<file path="src/rtl/ex_stage.sv">
// ex_stage: execute stage of the pipeline.
// Computes the ALU result, the branch decision and target, and the destination
// register, then registers them with the pass-through controls into EX/MEM.
// Optional iterative shift-add multiplier, built only when EX_MULT_EN is defined;
// without it MULT behaves like any unknown opcode and stall stays 0.
//
// Flow control: stall is the only handshake with upstream. While stall=1 the
// ID/EX fields must be held stable. The instruction on the inputs is consumed
// at a posedge where stall=0.
module ex_stage #(
    parameter int MUL_CYCLES = 32
) (
    input  logic        clk,
    input  logic        rst,
    input  logic        flush,
    input  logic [5:0]  alu_op,
    input  logic        reg_dst,
    input  logic        alu_src,
    input  logic        branch,
    input  logic        mem_write,
    input  logic        mem_read,
    input  logic        reg_write,
    input  logic        mem_to_reg,
    input  logic [6:0]  pc_next,
    input  logic [31:0] data1,
    input  logic [31:0] data2,
    input  logic [31:0] sign_extend,
    input  logic [4:0]  reg1,
    input  logic [4:0]  reg2,
    output logic        stall,
    output logic [31:0] alu_result_mem,
    output logic [31:0] write_data_mem,
    output logic [4:0]  dest_reg_mem,
    output logic [6:0]  branch_target_mem,
    output logic        branch_taken_mem,
    output logic        mem_write_mem,
    output logic        mem_read_mem,
    output logic        reg_write_mem,
    output logic        mem_to_reg_mem
);

    localparam logic [5:0] OP_ADD = 6'h20;
    localparam logic [5:0] OP_SUB = 6'h22;
    localparam logic [5:0] OP_AND = 6'h24;
    localparam logic [5:0] OP_OR  = 6'h25;
    localparam logic [5:0] OP_XOR = 6'h26;
    localparam logic [5:0] OP_NOR = 6'h27;
    localparam logic [5:0] OP_SLT = 6'h2A;
    localparam logic [5:0] OP_SLL = 6'h00;
    localparam logic [5:0] OP_SRL = 6'h02;

    // reg1 is carried in the ID/EX record for the forwarding unit only
    logic unused_ok;
    assign unused_ok = ^reg1;

    logic [31:0] op_b;
    logic [4:0]  shamt;
    logic [31:0] alu_out;
    logic [4:0]  dest;
    logic [6:0]  target;
    logic        taken;
    logic [31:0] result_sel;
    logic        bubble;

    assign op_b   = alu_src ? sign_extend : data2;
    assign shamt  = sign_extend[10:6];
    assign dest   = reg_dst ? sign_extend[15:11] : reg2;
    assign target = pc_next + sign_extend[6:0];
    // Branch compare always uses the register values, never the immediate
    assign taken  = branch & (data1 == data2);

    // Single-cycle ALU; unknown opcodes (and MULT) give 0
    always_comb begin
        alu_out = '0;
        case (alu_op)
            OP_ADD:  alu_out = data1 + op_b;
            OP_SUB:  alu_out = data1 - op_b;
            OP_AND:  alu_out = data1 & op_b;
            OP_OR:   alu_out = data1 | op_b;
            OP_XOR:  alu_out = data1 ^ op_b;
            OP_NOR:  alu_out = ~(data1 | op_b);
            OP_SLT:  alu_out = {31'd0, $signed(data1) < $signed(op_b)};
            OP_SLL:  alu_out = op_b << shamt;
            OP_SRL:  alu_out = op_b >> shamt;
            default: alu_out = '0;
        endcase
    end

`ifdef EX_MULT_EN
    localparam logic [5:0] OP_MULT = 6'h18;
    localparam int         CW      = $clog2(MUL_CYCLES);

    typedef enum logic [1:0] {
        S_IDLE = 2'd0,
        S_BUSY = 2'd1,
        S_DONE = 2'd2
    } state_t;

    state_t      state;
    logic [CW-1:0] count;
    logic [31:0] mcand;
    logic [31:0] mplier;
    logic [31:0] product;

    // Multiplier FSM: latch operands, 32 shift-add steps, one cycle to hand off
    always_ff @(posedge clk) begin
        if (rst) begin
            state   <= S_IDLE;
            count   <= '0;
            product <= '0;
            mcand   <= '0;
            mplier  <= '0;
        end else if (flush) begin
            state <= S_IDLE;
        end else begin
            case (state)
                S_IDLE: begin
                    if (alu_op == OP_MULT) begin
                        mcand   <= data1;
                        mplier  <= op_b;
                        count   <= '0;
                        product <= '0;
                        state   <= S_BUSY;
                    end
                end
                S_BUSY: begin
                    // mcand is pre-shifted, so mplier[0] is the current bit
                    if (mplier[0]) begin
                        product <= product + mcand;
                    end
                    mcand  <= mcand << 1;
                    mplier <= mplier >> 1;
                    count  <= count + 1'b1;
                    if (count == CW'(MUL_CYCLES - 1)) begin
                        state <= S_DONE;
                    end
                end
                S_DONE:  state <= S_IDLE;
                default: state <= S_IDLE;
            endcase
        end
    end

    assign stall      = !rst && !flush &&
                        (((state == S_IDLE) && (alu_op == OP_MULT)) || (state == S_BUSY));
    assign bubble     = flush || ((state == S_IDLE) && (alu_op == OP_MULT)) || (state == S_BUSY);
    assign result_sel = (state == S_DONE) ? product : alu_out;
`else
    logic [31:0] unused_cfg;
    assign unused_cfg = 32'(MUL_CYCLES);

    assign stall      = 1'b0;
    assign bubble     = flush;
    assign result_sel = alu_out;
`endif

    // EX/MEM pipeline register; a bubble clears every control bit
    always_ff @(posedge clk) begin
        if (rst) begin
            alu_result_mem    <= '0;
            write_data_mem    <= '0;
            dest_reg_mem      <= '0;
            branch_target_mem <= '0;
            branch_taken_mem  <= 1'b0;
            mem_write_mem     <= 1'b0;
            mem_read_mem      <= 1'b0;
            reg_write_mem     <= 1'b0;
            mem_to_reg_mem    <= 1'b0;
        end else begin
            alu_result_mem    <= result_sel;
            write_data_mem    <= data2;
            dest_reg_mem      <= dest;
            branch_target_mem <= target;
            if (bubble) begin
                branch_taken_mem <= 1'b0;
                mem_write_mem    <= 1'b0;
                mem_read_mem     <= 1'b0;
                reg_write_mem    <= 1'b0;
                mem_to_reg_mem   <= 1'b0;
            end else begin
                branch_taken_mem <= taken;
                mem_write_mem    <= mem_write;
                mem_read_mem     <= mem_read;
                reg_write_mem    <= reg_write;
                mem_to_reg_mem   <= mem_to_reg;
            end
        end
    end

endmodule

</file>
<file path="config.mk">
export PLATFORM = sky130hd
export DESIGN_NAME = ex_stage
export DESIGN_NICKNAME = d
export VERILOG_FILES = /design/src/rtl/ex_stage.sv
export SDC_FILE = /design/constraint.sdc
export NUM_CORES = 1
export LEC_CHECK = 0
export ABC_AREA = 1
export BUFFER_PORTS_ARGS = -buffer_cell sky130_fd_sc_hd__buf_2
export CELL_PAD_IN_SITES_DETAIL_PLACEMENT = 1
export CELL_PAD_IN_SITES_GLOBAL_PLACEMENT = 1
export CORE_UTILIZATION = 42
export CTS_CLUSTER_DIAMETER = 60
export DETAILED_ROUTE_END_ITERATION = 16
export PLACE_DENSITY = 0.94
export SYNTH_ARGS = -nofsm -noshare
export SYNTH_HDL_FRONTEND = slang
export SYNTH_SLANG_ARGS = --single-unit
</file>
<file path="constraint.sdc">
create_clock -name clk -period 8.4 [get_ports clk]
set_clock_uncertainty 0.2 [all_clocks]
set_input_delay 1.26 -clock clk [delete_from_list [all_inputs] [get_ports clk]]
set_output_delay 1.26 -clock clk [all_outputs]
set_load 0.005 [all_outputs]
</file>
# ---- Word-level counts from Yosys, hierarchy flattened
# Cells that the tools add are included.
dict set report op_classes {
  reduce_logical 2
  bitwise_logic 5
  n_eq_ne 9
  mul 0
  n_lt_le_gt_ge 1
  n_mux 3
  n_addsub 3
  shifts 2
  div 0
}
# operator n
set ops {}
lappend ops {{$pmux W32 S9} 1}
lappend ops {{$eq A6 B6 Y1 const B} 7}
lappend ops {{$add A32 B32 Y32} 1}
lappend ops {{$and A32 B32 Y32} 1}
lappend ops {{$eq A32 B32 Y1} 1}
lappend ops {{$lt A32 B32 Y1} 1}
lappend ops {{$mux W32} 1}
lappend ops {{$not A32 Y32} 1}
lappend ops {{$or A32 B32 Y32} 1}
lappend ops {{$shl A32 B5 Y32} 1}
lappend ops {{$shr A32 B5 Y32} 1}
lappend ops {{$sub A32 B32 Y32} 1}
lappend ops {{$xor A32 B32 Y32} 1}
lappend ops {{$add A7 B7 Y7} 1}
lappend ops {{$eq A6 B2 Y1 const B} 1}
lappend ops {{$logic_not A6 Y1} 1}
lappend ops {{$mux W5} 1}
lappend ops {{$reduce_or A2 Y1} 1}
lappend ops {{$and A1 B1 Y1} 1}
dict set report word_totals {
  ram_bits 0
  reg_bits 81
  memories 0
  latchBits 0
  inputBits 129
  elab_cells 34
  out_inout_bits 82
  romBits 0
}

# ---- Depth between registers and ports, before layout
# Gate-level depths: netlist of the first run.
dict set report depth {
  word_depth 4
  depth_mapped 22
  ltp_nobuf 20
}

# ---- Worst setup path after synthesis of the first run
# Ideal clock, no wire load.
dict set report synth_timing {
  kind {input to register}
  from {input sign_extend[6]}
  to {register alu_result_mem[31]}
  arrival_ns 3.315
  setup_ns 0.110
  slack_ns 4.775
  n_path_buf 3
  stages 18
  t_required_ns 8.090
  cell_sequence {buf_2 buf_2 o21ai_0 ha_1 buf_2 nor2_1 nand2_1 nand3b_1 nand2_1 nand2_1 nand2_1 nand2_1 nand2_1 nand2_1 nand3_1 nand3_1 nand2_1 inv_1}
}
dict set report synth_via {
  elab_chain_cells 3
  word_cells_on_any_way 6
  cone_classes {add/sub (2); shift (2); mux (2)}
}
# element line
set synth_rtl {}
lappend synth_rtl {{from (decl)} 27} ;# input logic [31:0] sign_extend,
lappend synth_rtl {{$mux W32} 65} ;# assign op_b = alu_src ? sign_extend : data2;
lappend synth_rtl {{$sub A32 B32 Y32, or another cell as far along} 77} ;# OP_SUB: alu_out = data1 - op_b;
lappend synth_rtl {{$pmux W32 S9 *} 75} ;# case (alu_op)
lappend synth_rtl {{to (signal assigned)} 170} ;# alu_result_mem <= result_sel;
lappend synth_rtl {{to (decl)} 31} ;# output logic [31:0] alu_result_mem,
# Every way passes the cells marked *; elsewhere a longest branch is shown, timed or not.
# A chain may end at the register's enable or synchronous reset.

# ---- Worst setup path after layout of the first run
dict set report layout_timing {
  from {input alu_src}
  to {register alu_result_mem[30]}
}
dict set report layout_via {
  elab_chain_cells 4
  word_cells_on_any_way 10
  cone_classes {add/sub (2); shift (2); mux (2); bitwise (4)}
}
# element line
set layout_rtl {}
lappend layout_rtl {{from (decl)} 18} ;# input logic alu_src,
lappend layout_rtl {{$mux W32 *} 65}
lappend layout_rtl {{parallel branches: the longest is 2 deep, another holds $sub A32 B32 Y32} -}
lappend layout_rtl {{$pmux W32 S9 *} 75}
# Every way passes the cells marked *.

==> results of run 1 <==
[metrics by stage]
stage / setup WS (ps) / area [sq um] / utilization (%)
after floorplan: 4770 / 13200 / -
after global placement: 2950 / 14300 / 46.5
after detailed placement: 2850 / 14300 / 46.5
after CTS: 3240 / 14600 / 47.4
after global routing: 2930 / 14600 / 47.4
final: 3090 / 14600 / 47.4
[cells by family after synthesis]
group,count (synthesis),synth area share [%]
simple gates,1530,50.8
xor+xnor,6,0.397
other cells,1,0.0283
compound gates,263,11.6
fa+ha+maj,105,10.1
flops,81,12.2
buf+inv,483,14.8
[cell type report]
type                       instances  area [sq um]  area share [%]
multi-input combinational       1905          9670            66.1
sequential                        81          1620            11.1
inverter                         374          1400            9.60
timing repair buffer             222          1160            7.90
tap                              396           495            3.39
clock buffer                      10           239            1.63
clock inverter                     5          40.0           0.274
antenna                            2          5.00          0.0342
[power by group through the flow]
| stage | clock, mW | sequential [mW] | combinational, mW |
|---|---|---|---|
| 4_1_cts | 0.401 | 0.410 | 0.878 |
| 2_1_floorplan | 0 | 0.420 | 0.554 |
| 5_1_grt | 0.411 | 0.411 | 0.979 |
| 3_3_place_gp | 0 | 0.416 | 0.841 |
| 3_5_place_dp | 0 | 0.418 | 0.872 |
| 6_report | 0.399 | 0.410 | 0.913 |
[placed cells by master (no fill, tap or decap), types with 17 or more instances in the layout]
cell type / netlist / routed
nand2_1: 631 / 631
nand3_1: 492 / 492
inv_1: 363 / 363
nor2_1: 268 / 268
buf_2: 52 / 204
ha_1: 102 / 102
a21oi_1: 88 / 88
dfxtp_1: 81 / 81
o21ai_0: 76 / 76
nand4_1: 50 / 50
nor3_1: 26 / 26
nand2_2: 25 / 25
o22ai_1: 25 / 25
o211ai_1: 24 / 24
buf_4: 5 / 18
o21ai_2: 17 / 17
[cell usage after synthesis (5+ instances only)]
library cell,n
inv_2,7
nand4_1,50
buf_4,5
buf_2,52
o21ai_2,17
o211ai_1,24
nor3_1,26
clkbuf_1,28
or2_2,7
buf_1,17
o21ai_1,10
a21oi_1,88
nand3_1,492
nand2_1,631
inv_1,363
nand3_2,14
nand2_2,25
o21ai_0,76
dfxtp_1,81
o22ai_1,25
ha_1,102
nor2_1,268
nor4_1,6
[sequential cells by signal (all words and copies together) (netlist names)]
| signal | flops |
|---|---|
| dest_reg_mem | 5 |
| branch_target_mem | 7 |
| mem_write_mem | 1 |
| branch_taken_mem | 1 |
| mem_read_mem | 1 |
| mem_to_reg_mem | 1 |
| reg_write_mem | 1 |
| write_data_mem | 32 |
| alu_result_mem | 32 |
[worst paths after layout]
kind                  startpoint                 end  cells past startpoint
worst max-delay path     alu_src  alu_result_mem[30]                     19
worst min-delay path  mem_to_reg      mem_to_reg_mem                      3
[critical path, stage by stage]
cell and delay, ps:
buf_2 70, buf_4 680, inv_1 470, buf_4 350, nand2_1 150, nand2_1 180, ha_1 480, inv_1 210
nand2_1 110, nor2_1 310, nand2_1 210, nor3_1 180, nand2_1 180, nand2_1 120, nand2_1 60, nand3_1 70
nand3_1 90, nand2_1 80, inv_1 60
[layer usage]
metal  global-route usage, %  part of all wire, %  routed length [um]  up-vias
met5                       0                    0                   0        -
li1                        -                    -                   -     8251
met4                    34.3                  8.0                6100        0
met3                    8.83                  8.7                6640      284
met1                    55.9                   39               29800     8897
met2                    75.1                   44               33900     1060
==> key figures, run 1 <==
Drt
  • Vias: 18,492
  • Avg WL per Cell: 25.5 um
  • Vias per cell: 6.17
  • 1st-iter DRT viols: 1,970
  • Residual DRC: 2
  • Total wire length: 76,400 um
  • DRT Pass-1 Iters: 11
  • Antenna Violating Nets Remaining: 0

Place
  • Placed cell count: 2,978
  • GP Congestion: 1.09
  • DP HPWL: 63,600 um
  • Port bufs: 204

Power and ir drop
  • Pwr Density: 118 nW/um^2
  • Power Total: 1.72 mW
  • Sw frac: 49.9%
  • P_int: 862 uW
  • Maximum VDD drop: 0.120 mV
  • Reg power frac: 23.8%
  • Switching pwr: 859 uW
  • Pleak: 8.11 nW
  • Comb power frac: 53.0%
  • Clock Power Share: 23.2%

Outcome
  • Failing checks: DRC
  • Outcome: finished, violations left

Global route
  • Grt ovf: 0
  • First-pass GRT wire length: 113,000 um
  • Vias in the first global route: 18,363
  • Initial antenna violation count: 2
  • Largest net degree at the start of global routing: 68
  • Gr usage total: 46.7%

Clock tree
  • Post-CTS Hold Buffers: 0
  • Reg clk slew, reported paths: 70 ps
  • Clock Sinks: 81
  • Clock buffer depth: 2
  • Post-CTS Resized: 0
  • Post-CTS Setup Inserts: 0
  • CTS root buf: clkbuf_16
  • CTS tree: yes
  • CTS Buf Count: 9
  • H-tree depth: 3

STA
  • Unrepaired setup endpoints after global routing: no
  • Fmax: 188 MHz
  • Setup TNS Final: 0 ps
  • Relative slew slack: 22.1%
  • Slew Limit Fails: 0
  • Final setup vio count: 0
  • Worst-Margin Slew: 1170 ps
  • Fin. Hold Viols: 0
  • Tmin final: 5310 ps
  • Crit share post-route: 63.2%
  • WHS: 892 ps

Cells and area
  • Final Non-Filler Cells: 2,995
  • Fillers: 4,585
  • Final net count: 2,827
  • Layout cell share with drive strength beyond 1: 11.9%
  • Area Overhead vs Synth: 10.5%

Synth
  • Synthesized flop and latch total: 81
  • Post-Syn Instances: 2,469
  • Synth cell types: 42
  • Main area contributors after synthesis: nand3_1 19%, nand2_1 18%, dfxtp_1 12%, inv_1 10%, ha_1 9.6%
  • Avg Cell Area, Syn: 5.36 sq um
  • Warnings, synthesis: 0
  • Syn Nets: 2,703
  • Main flop type after synthesis: dfxtp_1
  • Cell Area, Synth: 13,200 sq um
  • Post-synth top area share: 18.6%
  • Seq/Total Area, Yosys: 12.2%
  • Post-synth ARST share: 0%
  • Post-synth EDFFs: 0
  • Largest area contributor in the netlist: nand3_1

Die
  • Starting density of the core: 43.0%
  • Overall die height: 180 um
  • Die Span X: 180 um
  • Core area: 30,800 sq um
  • Row cnt: 64
  • I/O pin cnt: 211
  • Die footprint: 32,200 sq um

Hold path
  • HP Class: input port to register

Critical path
  • Required time worst endpoint: 8470 ps
  • Arr. time, crit path: 5390 ps
  • Type of origin of the critical path: input port
  • Setup Crit Path Kind: input port to register
  • CP max FO: 67
  • Worst Setup End Kind: register

Flow run
  • Max Cap Viol: 0
Power figures use the tool's default switching activity.
==> run 2, diff against run 1 <==
--- a/config.mk
+++ b/config.mk
@@ -9,10 +9,10 @@
 export BUFFER_PORTS_ARGS = -buffer_cell sky130_fd_sc_hd__buf_2
 export CELL_PAD_IN_SITES_DETAIL_PLACEMENT = 1
 export CELL_PAD_IN_SITES_GLOBAL_PLACEMENT = 1
-export CORE_UTILIZATION = 42
+export CORE_UTILIZATION = 36
 export CTS_CLUSTER_DIAMETER = 60
 export DETAILED_ROUTE_END_ITERATION = 16
-export PLACE_DENSITY = 0.94
+export PLACE_DENSITY = 0.86
 export SYNTH_ARGS = -nofsm -noshare
 export SYNTH_HDL_FRONTEND = slang
 export SYNTH_SLANG_ARGS = --single-unit
==> constraint.sdc (replaced) <==
create_clock -name clk -period 4.42 [get_ports clk]
set_clock_uncertainty 0.2 [all_clocks]
set_input_delay 0.663 -clock clk [delete_from_list [all_inputs] [get_ports clk]]
set_output_delay 0.663 -clock clk [all_outputs]
set_load 0.005 [all_outputs]
==> run 2 against run 1 <==
Against the previous run:
- the run now ends clean
- combinational power increased by 97%
- clock power rose by 110%
- setup slack worse by 2400 ps
- worst hold slack got worse by 620 ps
- critical path depth is 3 lower
- routed wire length grew 4.8%
- critical endpoint is now alu_result_mem[16]
- largest power group unchanged
==> key figures, run 2 (synthesized netlist as in run 1, its figures left out) <==
Drt
  • 1st-iter DRT viols: 1,909
  • Avg WL per Cell: 26.0 um
  • Residual DRC: 0
  • DRT Pass-1 Iters: 6
  • Total wire length: 80,100 um
  • Antenna Violating Nets Remaining: 0
  • Vias: 18,285
  • Vias per cell: 5.94

Critical path
  • Top delay family on crit path: simple AND/OR/NAND/NOR gates
  • CP bufs+invs: 4
  • Type of origin of the critical path: input port
  • WP depth: 16
  • CP max FO: 15
  • Required time worst endpoint: 4460 ps
  • Setup Crit Path Kind: input port to register
  • Worst Setup End Kind: register
  • CP most frequent cell: nand2_1
  • Max incr delay on CP: 690 ps
  • CP cell instances: buf_2 > buf_4 > o21ai_2 > inv_1 > ha_1 > nand2_1 > nor2_1 > inv_1 > nor3_1 > nand2_1 > nand2_1 > nand2_1 > nand3_1 > nand4_1 > nor2_1 > nor2_1
  • Slowest CP cell: nor3_1
  • Arr. time, crit path: 3820 ps

STA
  • Tmin final: 3780 ps
  • Crit share post-route: 85.4%
  • Fmax: 265 MHz
  • Setup TNS Final: 0 ps
  • Worst-Margin Slew: 891 ps
  • Unrepaired setup endpoints after global routing: no
  • Final setup vio count: 0
  • Relative slew slack: 40.2%
  • Slew Limit Fails: 0
  • Fin. Hold Viols: 0

Flow run
  • Max Cap Viol: 0

Outcome
  • Outcome: finished, final reports clean

Die
  • Core area: 35,900 sq um
  • Starting density of the core: 36.9%
  • Overall die height: 194 um
  • Die footprint: 37,600 sq um
  • Row cnt: 69
  • Die Span X: 194 um
  • I/O pin cnt: 211

Global route
  • Grt ovf: 0
  • Vias in the first global route: 17,926
  • First-pass GRT wire length: 117,000 um
  • Gr usage total: 42.0%
  • Largest net degree at the start of global routing: 68
  • Initial antenna violation count: 0

Cells and area
  • Largest regs: alu_result_mem x32, write_data_mem x32, branch_target_mem x7
  • Fillers: 5,199
  • Final Util: 41.5%
  • Area Overhead vs Synth: 12.5%
  • Commonest non-fill, non-tap cell in the layout: nand2_1
  • Final Non-Filler Cells: 3,077
  • Leading cell types in the layout, fill and taps excluded: 631 x nand2_1, 492 x nand3_1, 363 x inv_1
  • Final net count: 2,844
  • Final Cell Area: 14,900 sq um
  • Layout cell share with drive strength beyond 1: 12.5%

Hold path
  • HP Class: input port to register
  • Hold depth: 3
  • HP Start: mem_to_reg
  • End of the worst hold path: mem_to_reg_mem

Clock tree
  • CTS root buf: clkbuf_16
  • CTS tree: yes
  • H-tree depth: 3
  • Reg clk slew, reported paths: 90 ps
  • Post-CTS Setup Inserts: 0
  • Clock buffer depth: 2
  • Clock Sinks: 81
  • Post-CTS Hold Buffers: 0
  • Post-CTS Resized: 0
  • CTS Buf Count: 9

Power and ir drop
  • Pwr Density: 230 nW/um^2
  • Pleak: 8.21 nW
  • Power Total: 3.42 mW
  • Maximum VDD drop: 0.265 mV

Place
  • GP Congestion: 1.07
  • DP Area: 14,600 sq um
  • Port bufs: 204
  • Placed cell count: 3,060
  • DP HPWL: 67,000 um
## run 2: final cells by class
type / instances / area (sq um) / area share, %
sequential: 81 / 1620 / 10.9
antenna: 1 / 2.50 / 0.0168
tap: 461 / 577 / 3.87
inverter: 374 / 1400 / 9.42
multi-input combinational: 1905 / 9660 / 64.9
clock inverter: 7 / 83.8 / 0.563
clock buffer: 9 / 225 / 1.51
timing repair buffer: 239 / 1320 / 8.87
## run 2: worst max path at each step
stage,slack (ps),from,endpoint
2_1_floorplan,1390,sign_extend[6],alu_result_mem[31]
3_3_place_gp,520,alu_src,alu_result_mem[30]
3_5_place_dp,440,alu_src,alu_result_mem[30]
4_1_cts,840,alu_src,alu_result_mem[9]
5_1_grt,530,alu_src,alu_result_mem[24]
6_report,640,alu_src,alu_result_mem[16]
## run 2: routing by layer
layer / wire, um / global-route usage, % / vias up
li1: - / - / 8287
met1: 33200 / 53.9 / 8893
met2: 35100 / 66.3 / 912
met3: 6370 / 6.51 / 193
met4: 5500 / 25.5 / 0
met5: 0 / 0 / -
## run 2: power breakdown
part | internal (mW) | switching [mW] | leakage (nW) | total [mW]
Clock | 0.448 | 0.396 | 0.149 | 0.844
Sequential | 0.767 | 0.0102 | 0.668 | 0.777
Combinational | 0.490 | 1.31 | 7.40 | 1.80
## run 2: stage by stage
stage | worst slack, ps | hold slack (ps)
floorplan | 1390 | 575
global placement | 521 | 678
detailed placement | 441 | 686
CTS | 838 | 266
global route | 533 | 284
finish | 643 | 274
==> run 3, diff against run 2 <==
--- a/config.mk
+++ b/config.mk
@@ -7,12 +7,14 @@
 export LEC_CHECK = 0
 export ABC_AREA = 1
 export BUFFER_PORTS_ARGS = -buffer_cell sky130_fd_sc_hd__buf_2
+export CAP_MARGIN = 20
 export CELL_PAD_IN_SITES_DETAIL_PLACEMENT = 1
 export CELL_PAD_IN_SITES_GLOBAL_PLACEMENT = 1
 export CORE_UTILIZATION = 36
 export CTS_CLUSTER_DIAMETER = 60
 export DETAILED_ROUTE_END_ITERATION = 16
 export PLACE_DENSITY = 0.86
+export RECOVER_POWER = 100
 export SYNTH_ARGS = -nofsm -noshare
 export SYNTH_HDL_FRONTEND = slang
 export SYNTH_SLANG_ARGS = --single-unit
==> run 3 against run 2 <==
Against the previous run:
- clock power grew 0.5%
- global-route usage did not move
- first-iteration DRC count is 2.9% lower
- critical path depth is 2 lower
- setup slack got worse by 240 ps
- critical path type unchanged
- critical endpoint unchanged
- combinational power is essentially flat
- core utilization shrank 0.22 points
- the run now ends with capacitance limit, slew limit left
==> key figures, run 3 (synthesized netlist as in run 1, its figures left out) <==
Cells and area
  • Layout cell share with drive strength beyond 1: 10.3%
  • Fillers: 5,230
  • Final Cell Area: 14,800 sq um
  • Largest regs: alu_result_mem x32, write_data_mem x32, branch_target_mem x7
  • Leading cell types in the layout, fill and taps excluded: 631 x nand2_1, 492 x nand3_1, 364 x inv_1
  • Commonest non-fill, non-tap cell in the layout: nand2_1
  • Final net count: 2,844
  • Area Overhead vs Synth: 11.9%

Drt
  • Residual DRC: 0
  • Avg WL per Cell: 26.0 um
  • Total wire length: 80,100 um
  • Vias: 18,231
  • Antenna Violating Nets Remaining: 0
  • 1st-iter DRT viols: 1,853
  • Vias per cell: 5.92
  • DRT Pass-1 Iters: 5

Critical path
  • Worst Setup End Kind: register
  • CP cell instances: buf_2 > buf_4 > o21ai_0 > inv_1 > ha_1 > nand2_1 > nor3_1 > nand2_1 > nand2_1 > nand2_1 > nand3_1 > nand4_1 > nor2_1 > nor2_1
  • Setup Crit Path Kind: input port to register
  • Max incr delay on CP: 770 ps
  • Required time worst endpoint: 4430 ps
  • Arr. time, crit path: 4020 ps
  • Slowest CP cell: nor3_1
  • Type of origin of the critical path: input port
  • CP most frequent cell: nand2_1
  • CP max FO: 15

STA
  • Final setup vio count: 0
  • Fin. Hold Viols: 0
  • Unrepaired setup endpoints after global routing: no
  • Worst-Margin Slew: 1700 ps
  • Crit share post-route: 90.9%
  • Relative slew slack: -13.1%
  • Worst setup margin: 402 ps
  • Slew Limit Fails: 23
  • Tmin final: 4020 ps
  • WHS: 275 ps
  • Fmax: 249 MHz
  • Setup TNS Final: 0 ps

Global route
  • Gr usage total: 42.0%
  • Initial antenna violation count: 0
  • First-pass GRT wire length: 117,000 um
  • Largest net degree at the start of global routing: 68
  • Grt ovf: 0
  • Vias in the first global route: 17,926

Die
  • I/O pin cnt: 211
  • Die footprint: 37,600 sq um
  • Overall die height: 194 um
  • Die Span X: 194 um
  • Core area: 35,900 sq um
  • Starting density of the core: 36.9%
  • Row cnt: 69

Place
  • Port bufs: 204
  • Pre-CTS setup slack: 441 ps
  • DP Area: 14,600 sq um
  • GP Congestion: 1.07
  • DP HPWL: 67,000 um

Hold path
  • HP Class: input port to register

Clock tree
  • Clock Sinks: 81
  • CTS tree: yes
  • Post-CTS Hold Buffers: 0
  • CTS root buf: clkbuf_16
  • Reg clk slew, reported paths: 90 ps
  • Post-CTS Resized: 0
  • Post-CTS Setup Inserts: 0
  • H-tree depth: 3
  • CTS Buf Count: 9
  • Clock buffer depth: 2

Power and ir drop
  • Power Total: 3.42 mW
  • Pleak: 8.00 nW
  • Maximum VDD drop: 0.263 mV
  • Pwr Density: 231 nW/um^2

Outcome
  • Failing checks: capacitance limit, slew limit
  • Outcome: finished, violations left

Flow run
  • Max Cap Viol: 1
run 3: worst paths after layout:
check | end | from | slack, ps | depth (start not counted)
setup / recovery | alu_result_mem[16] | alu_src | 400 | 14
hold / removal | mem_to_reg_mem | mem_to_reg | 270 | 3
run 3: power breakdown:
| part | leakage [nW] | internal (mW) | switching (mW) | total (mW) |
|---|---|---|---|---|
| sequential | 0.668 | 0.767 | 0.0109 | 0.778 |
| combinational | 7.18 | 0.482 | 1.31 | 1.80 |
| clock | 0.149 | 0.448 | 0.400 | 0.848 |
run 3: final cells by class:
class	instances	area (sq um)	share of cell area, %
multi-input cells	1905	9660	65.2
well taps	461	577	3.89
inverters	374	1400	9.47
diodes	1	2.50	0.0169
clock inverters	7	83.8	0.566
flip-flops and latches	81	1620	10.9
clock buffers	9	225	1.52
repair buffers	239	1240	8.39
run 3: layer usage:
layer  vias up  wire length (um)  GRT usage [%]
li1       8293                 -              -
met1      8910             33700           53.9
met2       851             35200           66.3
met3       177              5820           6.51
met4         0              5360           25.5
met5         -                 0              0
run 3: stage by stage:
stage	util, %	cells
after detailed placement	40.6	3060
after floorplan	-	2469
after global placement	40.6	3060
final	41.3	3077
after global routing	41.2	3076
after CTS	41.5	3076
run 3: critical path, delay by kind of cell:
family / cells / cell delay, ps
AOI/OAI and AO/OA: 1 / 630
adders and majority gates: 1 / 520
buffers and inverters: 3 / 510
and+or+nand+nor: 9 / 1680
